File: config.mk
export PLATFORM = sky130hd
export DESIGN_NAME = alu_pipe_flat
export DESIGN_NICKNAME = d
export VERILOG_FILES = /design/src/rtl/alu_pkg.sv /design/src/rtl/alu_if.sv /design/src/rtl/alu_core.sv /design/src/rtl/alu_pipe.sv /design/src/flat_wrapper.sv
export SDC_FILE = /design/constraint.sdc
export NUM_CORES = 1
export LEC_CHECK = 0
export ABC_AREA = 1
export CAP_MARGIN = 15
export CORE_ASPECT_RATIO = 1.75
export CORE_UTILIZATION = 55
export CTS_BUF_LIST = sky130_fd_sc_hd__clkbuf_16
export DETAILED_ROUTE_END_ITERATION = 12
export PLACE_DENSITY = 0.78
export SETUP_SLACK_MARGIN = 0.3
export SYNTH_ARGS = -nofsm -noshare
export SYNTH_HDL_FRONTEND = slang
export SYNTH_SLANG_ARGS = --single-unit
File: constraint.sdc
create_clock -name clk -period 2.1 [get_ports clk]
set_clock_uncertainty 0.1 [all_clocks]
set_input_delay 0.525 -clock clk [delete_from_list [all_inputs] [get_ports clk]]
set_output_delay 0.525 -clock clk [all_outputs]
set_load 0.01 [all_outputs]
File: src/rtl/alu_pkg.sv
// Shared opcode encoding and sizing helpers for the pipelined ALU.
package alu_pkg;

  typedef enum logic [2:0] {
    OP_ADD = 3'd0,
    OP_SUB = 3'd1,
    OP_MUL = 3'd2,
    OP_AND = 3'd3,
    OP_OR  = 3'd4,
    OP_XOR = 3'd5,
    OP_SHL = 3'd6,
    OP_SHR = 3'd7
  } alu_op_e;

  localparam int ALU_NUM_OPS = 8;

  function automatic int res_width(input int dw);
    return 2 * dw;
  endfunction

endpackage

File: src/rtl/alu_if.sv
// Operand/result valid-ready bundle between producer, ALU pipe and consumer.
interface alu_if
  import alu_pkg::*;
#(
  parameter int DATA_WIDTH = 8,
  parameter int SEL_WIDTH  = 3
);
  logic                                 valid_ip;
  logic [SEL_WIDTH-1:0]                 sel_ip;
  logic [DATA_WIDTH-1:0]                data_ip_1;
  logic [DATA_WIDTH-1:0]                data_ip_2;
  logic                                 ready_op;
  logic                                 valid_op;
  logic [res_width(DATA_WIDTH)-1:0]     data_op;
  logic                                 err_op;
  logic                                 ready_ip;

  modport slave (
    input  valid_ip, sel_ip, data_ip_1, data_ip_2, ready_ip,
    output ready_op, valid_op, data_op, err_op
  );

  modport master (
    output valid_ip, sel_ip, data_ip_1, data_ip_2, ready_ip,
    input  ready_op, valid_op, data_op, err_op
  );
endinterface

File: src/rtl/alu_core.sv
// Combinational ALU: {sel, a, b} -> double-width result plus illegal-op flag.
module alu_core
  import alu_pkg::*;
#(
  parameter int DATA_WIDTH = 8,
  parameter int SEL_WIDTH  = 3,
  parameter bit SIGNED     = 1'b0
) (
  input  logic [SEL_WIDTH-1:0]             sel,
  input  logic [DATA_WIDTH-1:0]            a,
  input  logic [DATA_WIDTH-1:0]            b,
  output logic [res_width(DATA_WIDTH)-1:0] res,
  output logic                             err
);
  localparam int W  = res_width(DATA_WIDTH);
  localparam int SH = $clog2(W);

  logic [W-1:0] az, bz, ax, bx;

  assign az = {{DATA_WIDTH{1'b0}}, a};
  assign bz = {{DATA_WIDTH{1'b0}}, b};
  // Arithmetic ops see sign-extended operands in signed mode; bitwise/shift ops never do.
  assign ax = SIGNED ? {{DATA_WIDTH{a[DATA_WIDTH-1]}}, a} : az;
  assign bx = SIGNED ? {{DATA_WIDTH{b[DATA_WIDTH-1]}}, b} : bz;

  always_comb begin
    res = '0;
    err = 1'b0;
    if (int'(sel) >= ALU_NUM_OPS) begin
      err = 1'b1;
    end else begin
      case (alu_op_e'(sel[2:0]))
        OP_ADD: res = ax + bx;
        OP_SUB: res = ax - bx;
        OP_MUL: res = ax * bx;
        OP_AND: res = az & bz;
        OP_OR:  res = az | bz;
        OP_XOR: res = az ^ bz;
        OP_SHL: res = az << b[SH-1:0];
        OP_SHR: res = az >> b[SH-1:0];
      endcase
    end
  end
endmodule

File: src/rtl/alu_pipe.sv
// Elastic LATENCY-stage ALU pipeline with bubble collapse and full backpressure.
module alu_pipe
  import alu_pkg::*;
#(
  parameter int DATA_WIDTH = 8,
  parameter int SEL_WIDTH  = 3,
  parameter int LATENCY    = 2,
  parameter bit SIGNED     = 1'b0
) (
  input  logic  clk,
  input  logic  rst,
  alu_if.slave  bus
);
  localparam int W = res_width(DATA_WIDTH);

  logic [LATENCY-1:0]        v;
  logic [LATENCY-1:0]        adv;
  logic [LATENCY-1:0]        err_q;
  logic [LATENCY-1:0][W-1:0] res_q;
  logic [W-1:0]              core_res;
  logic                      core_err;
  logic                      accept;

  alu_core #(
    .DATA_WIDTH (DATA_WIDTH),
    .SEL_WIDTH  (SEL_WIDTH),
    .SIGNED     (SIGNED)
  ) u_core (
    .sel (bus.sel_ip),
    .a   (bus.data_ip_1),
    .b   (bus.data_ip_2),
    .res (core_res),
    .err (core_err)
  );

  // A full stage moves on when any later stage is empty or the output drains;
  // walking from the output back keeps this a flat chain instead of a comb loop.
  always_comb begin
    logic go;
    go  = bus.ready_ip;
    adv = '0;
    for (int i = LATENCY - 1; i >= 0; i--) begin
      adv[i] = v[i] & go;
      go     = go | ~v[i];
    end
  end

  assign bus.ready_op = ~rst & (~v[0] | adv[0]);
  assign accept       = bus.valid_ip & bus.ready_op;

  always_ff @(posedge clk or posedge rst) begin
    if (rst) begin
      v     <= '0;
      err_q <= '0;
      res_q <= '0;
    end else begin
      if (accept) begin
        v[0]     <= 1'b1;
        res_q[0] <= core_res;
        err_q[0] <= core_err;
      end else if (adv[0]) begin
        v[0] <= 1'b0;
      end
      for (int i = 1; i < LATENCY; i++) begin
        if (adv[i-1]) begin
          v[i]     <= 1'b1;
          res_q[i] <= res_q[i-1];
          err_q[i] <= err_q[i-1];
        end else if (adv[i]) begin
          v[i] <= 1'b0;
        end
      end
    end
  end

  assign bus.valid_op = v[LATENCY-1];
  assign bus.data_op  = res_q[LATENCY-1];
  assign bus.err_op   = err_q[LATENCY-1];

  a_stable: assert property (@(posedge clk) disable iff (rst)
    bus.valid_op && !bus.ready_ip |=> bus.valid_op && $stable(bus.data_op) && $stable(bus.err_op));

  a_no_ready_in_rst: assert property (@(posedge clk) rst |-> !bus.ready_op);
endmodule

File: src/flat_wrapper.sv
// flat-port wrapper written by rule: the top's interface ports become plain ports
module alu_pipe_flat import alu_pkg::*;
#(
  parameter int DATA_WIDTH = 8,
  parameter int SEL_WIDTH  = 3,
  parameter int LATENCY    = 2,
  parameter bit SIGNED     = 1'b0
)
  (clk, rst, bus_valid_ip, bus_sel_ip, bus_data_ip_1, bus_data_ip_2, bus_ready_ip, bus_ready_op, bus_valid_op, bus_data_op, bus_err_op);
  alu_if #(.DATA_WIDTH(DATA_WIDTH), .SEL_WIDTH(SEL_WIDTH)) bus_i ();
  input  logic clk;
  input  logic rst;
  input wire logic [$bits(bus_i.valid_ip)-1:0] bus_valid_ip;
  input wire logic [$bits(bus_i.sel_ip)-1:0] bus_sel_ip;
  input wire logic [$bits(bus_i.data_ip_1)-1:0] bus_data_ip_1;
  input wire logic [$bits(bus_i.data_ip_2)-1:0] bus_data_ip_2;
  input wire logic [$bits(bus_i.ready_ip)-1:0] bus_ready_ip;
  output wire logic [$bits(bus_i.ready_op)-1:0] bus_ready_op;
  output wire logic [$bits(bus_i.valid_op)-1:0] bus_valid_op;
  output wire logic [$bits(bus_i.data_op)-1:0] bus_data_op;
  output wire logic [$bits(bus_i.err_op)-1:0] bus_err_op;
  assign bus_i.valid_ip = bus_valid_ip;
  assign bus_i.sel_ip = bus_sel_ip;
  assign bus_i.data_ip_1 = bus_data_ip_1;
  assign bus_i.data_ip_2 = bus_data_ip_2;
  assign bus_i.ready_ip = bus_ready_ip;
  assign bus_ready_op = bus_i.ready_op;
  assign bus_valid_op = bus_i.valid_op;
  assign bus_data_op = bus_i.data_op;
  assign bus_err_op = bus_i.err_op;
  alu_pipe #(.DATA_WIDTH(DATA_WIDTH), .SEL_WIDTH(SEL_WIDTH), .LATENCY(LATENCY), .SIGNED(SIGNED)) u_core (.clk(clk), .rst(rst), .bus(bus_i));
endmodule
; Word level (Yosys, flattened, before mapping)
; Cells that the tools add are included.
; W data, S select, Z words.
[totals]
register_bits = 34
input_bits = 23
out_inout_bits = 19
wordCells = 36
[classes]
add_sub_neg = 2
multipliers = 1
n_eq_ne = 7
shift = 2
muxes = 5
bitwise = 12
n_reduce_logical = 3
[op_table]
columns = cell, n
row1 = $pmux W16 S8, 1
row2 = $mul A8 B8 Y16, 1
row3 = $shl A8 B4 Y16, 1
row4 = $shr A8 B4 Y16, 1
row5 = $eq A3 B3 Y1 const B, 4
row6 = $add A8 B8 Y9, 1
row7 = $sub A8 B8 Y9, 1
row8 = $and A8 B8 Y8, 1
row9 = $or A8 B8 Y8, 1
row10 = $xor A8 B8 Y8, 1
row11 = $eq A3 B2 Y1 const B, 2
row12 = $and A1 B1 Y1, 4
row13 = $mux W1, 4
row14 = $reduce_bool A2 Y1, 2
row15 = $eq A3 B1 Y1 const B, 1
row16 = $logic_not A3 Y1, 1
row17 = $not A1 Y1, 3
row18 = $or A1 B1 Y1, 2

; Longest topological paths before layout
; Gate-level depths: netlist of the first run.
[depth]
word_depth = 7
mapped_depth = 23
mapped_depth_nobuf = 22

; By module
; Synthesis of the first run repeated with hierarchy kept, for this count alone.
[unflattened]
hier_cells = 918
area_unflattened_um2 = 5993.2
[by_module_without_submodules]
columns = module, n_inst, cells_per_inst, area_each_um2, seq_area_each_um2
row1 = alu_core, 1, 743, 4362.9, 0.0
row2 = alu_pipe, 1, 175, 1630.3, 900.9

; Least setup slack after synthesis of the first run
; No wires, ideal clock.
[synth_path]
path_type = input-to-reg
startpoint = in bus_data_ip_2[2]
endpoint = reg u_core.res_q[15] (netlist name)
arrival_time_ps = 4054
required_time_ps = 1883
slack_ps = -2170
path_stages = 21
path_buffers = 2
path_cell_list = buf_2 > buf_2 > nand2_1 > inv_1 > fa_1 > fa_1 > fa_1 > inv_1 > fa_1 > inv_1 > ha_1 > nand2_1 > inv_1 > nand2_1 > nand2_1 > nand2_1 > nand4_1 > nand3_1 > nand2_1 > nand2_1 > nand2_1
[synth_via]
elab_chain_len = 2
word_cells_on_any_way = 5
cone_classes = add/sub (1) / mul (1) / shift (2) / mux (1)
[synth_rtl]
columns = item, line
row1 = from (decl), flat_wrapper.sv:16  ; input wire logic [$bits(bus_i.data_ip_2)-1:0] bus_data_ip_2;
row2 = "$mul A8 B8 Y16, or another cell as far along", alu_core.sv:35  ; OP_MUL: res = ax * bx;
row3 = $pmux W16 S8 *, alu_core.sv:32  ; case (alu_op_e'(sel[2:0]))
row4 = "to (signal, indexed assignment)", alu_pipe.sv:67  ; res_q[i] <= res_q[i-1];
row5 = to (decl), alu_pipe.sv:19  ; logic [LATENCY-1:0][W-1:0] res_q;
; Every way passes the cells marked *; elsewhere a longest branch is shown, timed or not.
; A chain may end at the register's enable or synchronous reset.

; Worst setup path in the final report of the first run
[layout_path]
startpoint = in bus_data_ip_1[5]
endpoint = reg u_core.res_q[15] (netlist name)
[layout_via]
elab_chain_len = 2
word_cells_on_any_way = 5
cone_classes = add/sub (1) / mul (1) / shift (2) / mux (1)
[layout_rtl]
columns = item, line
row1 = from (decl), flat_wrapper.sv:15  ; input wire logic [$bits(bus_i.data_ip_1)-1:0] bus_data_ip_1;
row2 = "$mul A8 B8 Y16, or another cell as far along", alu_core.sv:35
row3 = $pmux W16 S8 *, alu_core.sv:32
; Marks and branches as above.

==> results of run 1 <==
[final timing paths]
kind,to,slack [ns],cells past startpoint
setup / recovery,u_core.res_q[15],-1.97,21
hold / removal,u_core.bus.data_op[6],0.38,2
setup reg to reg,u_core.res_q[6],0.36,11
hold reg to reg,u_core.bus.data_op[6],0.38,2
max in group asynchronous,u_core.bus.data_op[1],1.14,3
min in group asynchronous,u_core.res_q[6],0.44,3
[worst max-delay path, delay by kind of cell]
family        cells  cell delay, ns
fa+ha+maj         5            2.42
simple gates     11            0.82
buf+inv           5            0.39
[sequential cells by signal, indices dropped and copies added, names as in the netlist]
name                cells
u_core.bus.data_op     16
u_core.res_q           16
u_core.v                2
[placed cells by master (no fill, tap or decap), types with 3 or more instances in the layout]
master / instances
dlygate4sd2_1: 10
nand3_4: 3
xor2_1: 5
a21oi_1: 21
buf_4: 132
o21ai_1: 5
ha_1: 41
nor2_2: 12
nand3b_1: 4
nor2_4: 9
nor2_1: 40
inv_1: 131
o21bai_1: 4
buf_6: 24
o211ai_1: 7
dfrtp_1: 34
nand2_2: 42
inv_4: 5
o22ai_1: 8
ha_4: 20
buf_12: 3
o21ai_0: 12
dlymetal6s2s_1: 12
nand2_4: 18
nand3_1: 59
nand4_1: 16
mux2_2: 12
nand2_1: 195
o21ai_2: 4
buf_8: 8
fa_2: 7
a21oi_2: 3
clkbuf_16: 5
buf_2: 3
fa_1: 31
nand3_2: 16
inv_2: 43
[what timing repair did]
action / 4_1_cts / 5_1_grt
endpoints found under the setup margin: 23 / 28
endpoints found under the hold margin: 0 / 0
resized for setup: 223 / 86
setup buffers: 8 / 7
pin swaps: 75 / 60
[per-stage QoR]
step | std cells | area [um2] | util (%) | worst slack (ns)
4_1_cts | 1144 | 7910 | 77.2 | -1.82
3_5_place_dp | 1128 | 7280 | 71.1 | -2.76
6_report | 1151 | 8230 | 80.4 | -1.97
3_3_place_gp | 1128 | 7280 | 71.1 | -2.73
2_1_floorplan | 872 | 6090 | - | -1.87
5_1_grt | 1151 | 8230 | 80.4 | -2.07
[power groups by stage]
| stage | registers (mW) | logic, mW | clock network (mW) |
|---|---|---|---|
| floorplan | 0.892 | 2.33 | 0 |
| global placement | 0.917 | 3.30 | 0 |
| detailed placement | 0.927 | 3.39 | 0 |
| CTS | 0.914 | 3.87 | 0.996 |
| global route | 0.929 | 4.72 | 1.03 |
| finish | 0.909 | 4.38 | 0.997 |
[metal layers]
| layer | GRT usage, % | up-vias | wire [um] |
|---|---|---|---|
| met5 | 0 | - | 13 |
| li1 | - | 2969 | - |
| met2 | 68.7 | 376 | 10700 |
| met3 | 4.57 | 160 | 1390 |
| met1 | 39.6 | 3085 | 6890 |
| met4 | 32.4 | 2 | 2210 |
[area by class of cell]
type	count	area (um2)
sequential	34	851
tap	127	159
multi-input combinational	609	4630
clock inverter	3	68.8
timing repair buffer	193	1700
fill	674	2010
clock buffer	5	125
inverter	180	692
[logic make-up (layout without fill, tap and decap cells)]
logic type / count (synthesis) / after routing / synth area share, %
multiplexers: 12 / 12 / 2.34
AO/OA/AOI/OAI: 69 / 69 / 6.92
AND/OR/NAND/NOR: 423 / 423 / 31.5
buffers and inverters: 229 / 381 / 17.3
flip-flops: 34 / 34 / 14.7
other: 1 / 1 / 0.0650
XOR/XNOR: 5 / 5 / 0.759
adder cells (fa/ha/maj): 99 / 99 / 26.4
==> results.sh, run 1 <==
export IMPL_path_clk_slew_ns=0.06
export IMPL_violations="setup timing"
export IMPL_critPathLaunchType="primary input"
export IMPL_cts_sinks=34
export IMPL_drive_gt1_share_pct=36.7
export IMPL_yosysMostFrequentCell="nand2_1"
export IMPL_worstHoldStart="u_core.bus.data_op[6]"
export IMPL_syn2layout_area_growth_pct=42.6
export IMPL_hold_viol=0
export IMPL_io_pins=42
export IMPL_r2r_start="u_core.v[1]"
export IMPL_cp_max_fo=6
export IMPL_drc=0
export IMPL_dieArea_um2=10900
export IMPL_clkPwrFrac_pct=15.9
export IMPL_ys_ff_latch=34
export IMPL_track_usage_pct=38.7
export IMPL_syn_area_per_cell_um2=6.62
export IMPL_critPathKind="primary input to flip-flop"
export IMPL_coreArea_um2=10200
export IMPL_netlist_area_um2=5770
export IMPL_holdWs_ns=0.384
export IMPL_async_flop_share_pct=100
export IMPL_clock_fmax_mhz=246
export IMPL_period_minus_slack_ns=4.07
export IMPL_setup_violations=14
export IMPL_grt_overflow=0
export IMPL_synth_nets=994
export IMPL_place_congestion=0.964
export IMPL_synthDistinctLibCells=40
export IMPL_avgRoutedWirePerCell_um=18.4
export IMPL_start_util_pct=56.3
export IMPL_drt_iter0_drc=544
export IMPL_worstPathArrival_ns=4.15
export IMPL_status="finished with violations"
export IMPL_viasPerCell=5.73
export IMPL_totalPowerFinal_mw=6.28
export IMPL_setup_slack_ns=-1.97
export IMPL_die_height_um=137
export IMPL_tritoncts="built"
export IMPL_hold_path_class="flip-flop to flip-flop"
export IMPL_grt_first_pass_wirelength_um=31600
export IMPL_combPwrFrac_pct=69.6
export IMPL_die_w_um=79.4
export IMPL_rows=49
export IMPL_ir_drop_mv=1.06
export IMPL_maxCapViolCount=0
export IMPL_path_common_cell="nand2_1"
export IMPL_root_buffer="clkbuf_16"
export IMPL_end_kind="flip-flop"
export IMPL_numCtsBuffers=5
export IMPL_insertion_delay_ns=0.29
export IMPL_critPathMaxStageDelay_ns=0.60
export IMPL_hold_buffers=0
export IMPL_p_leak_nw=4.68
export IMPL_netlist_top_cells_count="nand2_1 (253), inv_1 (173), nand3_1 (76)"
export IMPL_seq_power_share_pct=14.5
export IMPL_synth_edf_count=0
export IMPL_fin_crit_sh_pct=194
export IMPL_switching_power_mw=2.86
export IMPL_dr_pass1_iters=5
export IMPL_yosys_warnings=0
export IMPL_dp_hpwl_um=15700
export IMPL_io_buffers=40
export IMPL_intPower_mw=3.42
export IMPL_antenna_cells=0
export IMPL_clock_path_buffers=2
export IMPL_netlist_top_cells_area="nand2_1 (16%), dfrtp_1 (15%), ha_1 (13%)"
export IMPL_antenna_found_initial=1
export IMPL_vias=6592
export IMPL_ant_nets=0
export IMPL_postSynthCellCount=872
export IMPL_slew_violations=0
export IMPL_powerDensity_nw_per_um2=763
export IMPL_cp_startpoint="bus_data_ip_1[5]"
export IMPL_postRouteWirelength_um=21200
export IMPL_cp_data_required_time_ns=2.19
export IMPL_yosys_most_used_dff="dfrtp_1"
export IMPL_num_nets_final=1145
export IMPL_grt_max_degree=35
export IMPL_tns_ns=-22.21
export IMPL_swShare_pct=45.5
export IMPL_cp_slowest_cell="fa_1"
export IMPL_yosysSeqAreaShare_pct=14.7
export IMPL_htree_levels=2
export IMPL_rsz0062_at_grt="true"
export IMPL_critical_path_cell_chain="buf_4, nand2_1, inv_1, fa_1, fa_1, fa_1, inv_2, fa_1, inv_2, ha_4, nand2_4, inv_1, nand2_2, nand2_1, nand2_1, nand3_1, nand2_1, nand3_1, nand2_1, nand2_1, nand2_1"
export IMPL_yosysTopAreaCell="nand2_1"
export IMPL_synth_top_area_share_pct=16.5
export IMPL_grt_pass1_vias=6630
(Power assumes the default switching activity.)
==> run 2: changes to the inputs <==
--- a/config.mk
+++ b/config.mk
@@ -5,13 +5,11 @@
 export SDC_FILE = /design/constraint.sdc
 export NUM_CORES = 1
 export LEC_CHECK = 0
-export ABC_AREA = 1
 export CAP_MARGIN = 15
 export CORE_ASPECT_RATIO = 1.75
-export CORE_UTILIZATION = 55
+export CORE_UTILIZATION = 40
 export CTS_BUF_LIST = sky130_fd_sc_hd__clkbuf_16
 export DETAILED_ROUTE_END_ITERATION = 12
-export PLACE_DENSITY = 0.78
 export SETUP_SLACK_MARGIN = 0.3
 export SYNTH_ARGS = -nofsm -noshare
 export SYNTH_HDL_FRONTEND = slang
==> results.sh, run 2 <==
export IMPL_grt_pass1_vias=6181
export IMPL_swShare_pct=42.4
export IMPL_yosysTopAreaCell="dfrtp_1"
export IMPL_grt_overflow=0
export IMPL_viasPerCell=5.50
export IMPL_cts_sinks=34
export IMPL_antenna_found_initial=0
export IMPL_fin_area_um2=8280
export IMPL_worstMarginPinSlew_ns=0.496
export IMPL_insertion_delay_ns=0.28
export IMPL_maxCapViolCount=0
export IMPL_start_util_pct=41.1
export IMPL_async_flop_share_pct=100
export IMPL_ys_ff_latch=34
export IMPL_place_congestion=0.953
export IMPL_hold_path_class="flip-flop to flip-flop"
export IMPL_postSynthCellCount=656
export IMPL_end_kind="flip-flop"
export IMPL_final_cell_mix="buf_4 (179), nor2_1 (65), inv_1 (61)"
export IMPL_grt_util_met3_pct=1.84
export IMPL_synthXorXnorAreaFrac_pct=1.91
export IMPL_fin_crit_sh_pct=201
export IMPL_ant_nets=0
export IMPL_setup_slack_ns=-2.13
export IMPL_synthSimpleGateAreaFrac_pct=16.7
export IMPL_synth_nets=778
export IMPL_syn_area_per_cell_um2=8.39
export IMPL_root_buffer="clkbuf_16"
export IMPL_path_clk_slew_ns=0.05
export IMPL_combPwrFrac_pct=73.2
export IMPL_num_nets_final=979
export IMPL_tritoncts="built"
export IMPL_synth_compound_area_share_pct=18.2
export IMPL_grt_use_met2_pct=58.4
export IMPL_antenna_cells=0
export IMPL_dr_pass1_iters=5
export IMPL_synth_edf_count=0
export IMPL_drive_gt1_share_pct=43.8
export IMPL_critPathKind="primary input to flip-flop"
export IMPL_period_minus_slack_ns=4.23
export IMPL_postRouteWirelength_um=20900
export IMPL_switching_power_mw=2.57
export IMPL_track_usage_pct=30.4
export IMPL_place_area_um2=7510
export IMPL_clock_path_buffers=2
export IMPL_clock_fmax_mhz=236
export IMPL_tns_ns=-26.82
export IMPL_die_height_um=157
export IMPL_clkPwrFrac_pct=11.3
export IMPL_synthDistinctLibCells=70
export IMPL_yosys_most_used_dff="dfrtp_1"
export IMPL_syn2layout_area_growth_pct=50.5
export IMPL_synth_top_area_share_pct=15.5
export IMPL_netlist_area_um2=5510
export IMPL_synth_top_family_by_area="adder cells"
export IMPL_hold_buffers=0
export IMPL_io_buffers=40
export IMPL_io_pins=42
export IMPL_seq_power_share_pct=15.5
export IMPL_mostFrequentLayoutCell="buf_4"
export IMPL_violations="setup timing"
export IMPL_netlist_top_cells_area="dfrtp_1 (15%), ha_1 (14%), fa_1 (14%)"
export IMPL_grt_first_pass_wirelength_um=33000
export IMPL_numCtsBuffers=5
export IMPL_drc=0
export IMPL_yosys_area_share_adder_pct=27.7
export IMPL_hold_viol=0
export IMPL_htree_levels=2
export IMPL_die_w_um=90.7
export IMPL_holdWs_ns=0.372
export IMPL_rsz0062_at_grt="true"
export IMPL_powerDensity_nw_per_um2=732
export IMPL_nFillCells=1169
export IMPL_relSlewSlack_pct=66.1
export IMPL_grt_max_degree=27
export IMPL_cp_data_required_time_ns=2.16
export IMPL_status="finished with violations"
export IMPL_netlist_top_cells_count="inv_1 (83), nor2_1 (80), ha_1 (61)"
export IMPL_drt_iter0_drc=306
export IMPL_dp_hpwl_um=17600
export IMPL_critPathLaunchType="primary input"
export IMPL_yosys_warnings=0
export IMPL_avgRoutedWirePerCell_um=20.3
export IMPL_cp_max_fo=4
export IMPL_intPower_mw=3.49
export IMPL_synth_mux_area_share_pct=9.39
export IMPL_worstPathArrival_ns=4.29
export IMPL_grt_busiest_layer="met2"
export IMPL_ir_drop_mv=0.510
export IMPL_rows=56
export IMPL_coreArea_um2=13400
export IMPL_setup_violations=15
export IMPL_grt_use_met1_pct=30.8
export IMPL_p_leak_nw=3.99
export IMPL_preCtsSetupSlack_ns=-2.97
export IMPL_slew_violations=0
export IMPL_yosysSeqAreaShare_pct=15.5
export IMPL_dieArea_um2=14300
export IMPL_vias=5681
export IMPL_yosysMostFrequentCell="inv_1"
export IMPL_utilization_pct=61.9
-- run 2: kinds of logic (layout without fill, tap and decap cells) --
logic type / Yosys count / count (layout)
and+or+nand+nor: 200 / 200
AOI/OAI and AO/OA: 142 / 142
buffers and inverters: 130 / 332
adders and majority gates: 99 / 99
muxes: 38 / 38
DFF: 34 / 34
xor gates and xnor gates: 12 / 12
other: 1 / 1
-- run 2: worst max-delay path: stages --
cell,delay [ns]
buf_8,0.09
clkinvlp_4,0.17
buf_4,0.19
nor2_4,0.07
fa_1,0.45
fa_2,0.46
fa_1,0.50
inv_1,0.06
fa_1,0.53
inv_1,0.06
ha_4,0.18
buf_4,0.15
nor2_4,0.12
nor3_1,0.06
a21o_1,0.16
a21oi_2,0.15
mux2i_2,0.26
a21oi_1,0.10
-- run 2: stage by stage --
stage / power (mW) / instances
global route: 6.47 / 1032
global placement: 4.65 / 1002
detailed placement: 4.74 / 1002
CTS: 5.87 / 1027
floorplan: 3.37 / 656
finish: 6.06 / 1032
-- run 2: repair_timing --
item	CTS	global route
resized for setup	173	40
endpoints found under the setup margin	21	26
pin swaps	53	24
setup buffers	17	5
-- run 2: power groups by stage --
stage,Clock (mW),Combinational (mW),Sequential [mW]
after floorplan,0,2.45,0.921
after CTS,0.703,4.22,0.945
final,0.687,4.44,0.938
after global routing,0.727,4.78,0.963
after global placement,0,3.70,0.947
after detailed placement,0,3.78,0.958
-- run 2: layer usage --
metal	share of wire, %	routed length [um]	up-vias
met5	0	0	-
met4	7.1	1490	0
met3	2.9	602	81
met2	54	11400	192
met1	36	7440	2768
li1	-	-	2640
-- run 2: final cells by class --
type	instances	area, um2	share of cell area [%]
clock buffers	5	125	1.51
clock inverters	3	12.5	0.151
inverters	83	338	4.08
multi-input cells	492	4680	56.5
flip-flops and latches	34	851	10.3
well taps	174	218	2.63
repair buffers	241	2060	24.8
-- run 2: path summary, 6_finish.rpt --
check                                  from                endpoint  slack, ns  cells after the start
max                        bus_data_ip_2[2]        u_core.res_q[15]      -2.13                     18
min in group asynchronous               rst   u_core.bus.data_op[5]       0.39                      3
max reg2reg                     u_core.v[1]         u_core.res_q[6]       0.15                      6
min                         u_core.res_q[0]         u_core.res_q[0]       0.37                      2
max in group asynchronous               rst  u_core.bus.data_op[11]       1.17                      3
min reg2reg                 u_core.res_q[0]         u_core.res_q[0]       0.37                      2
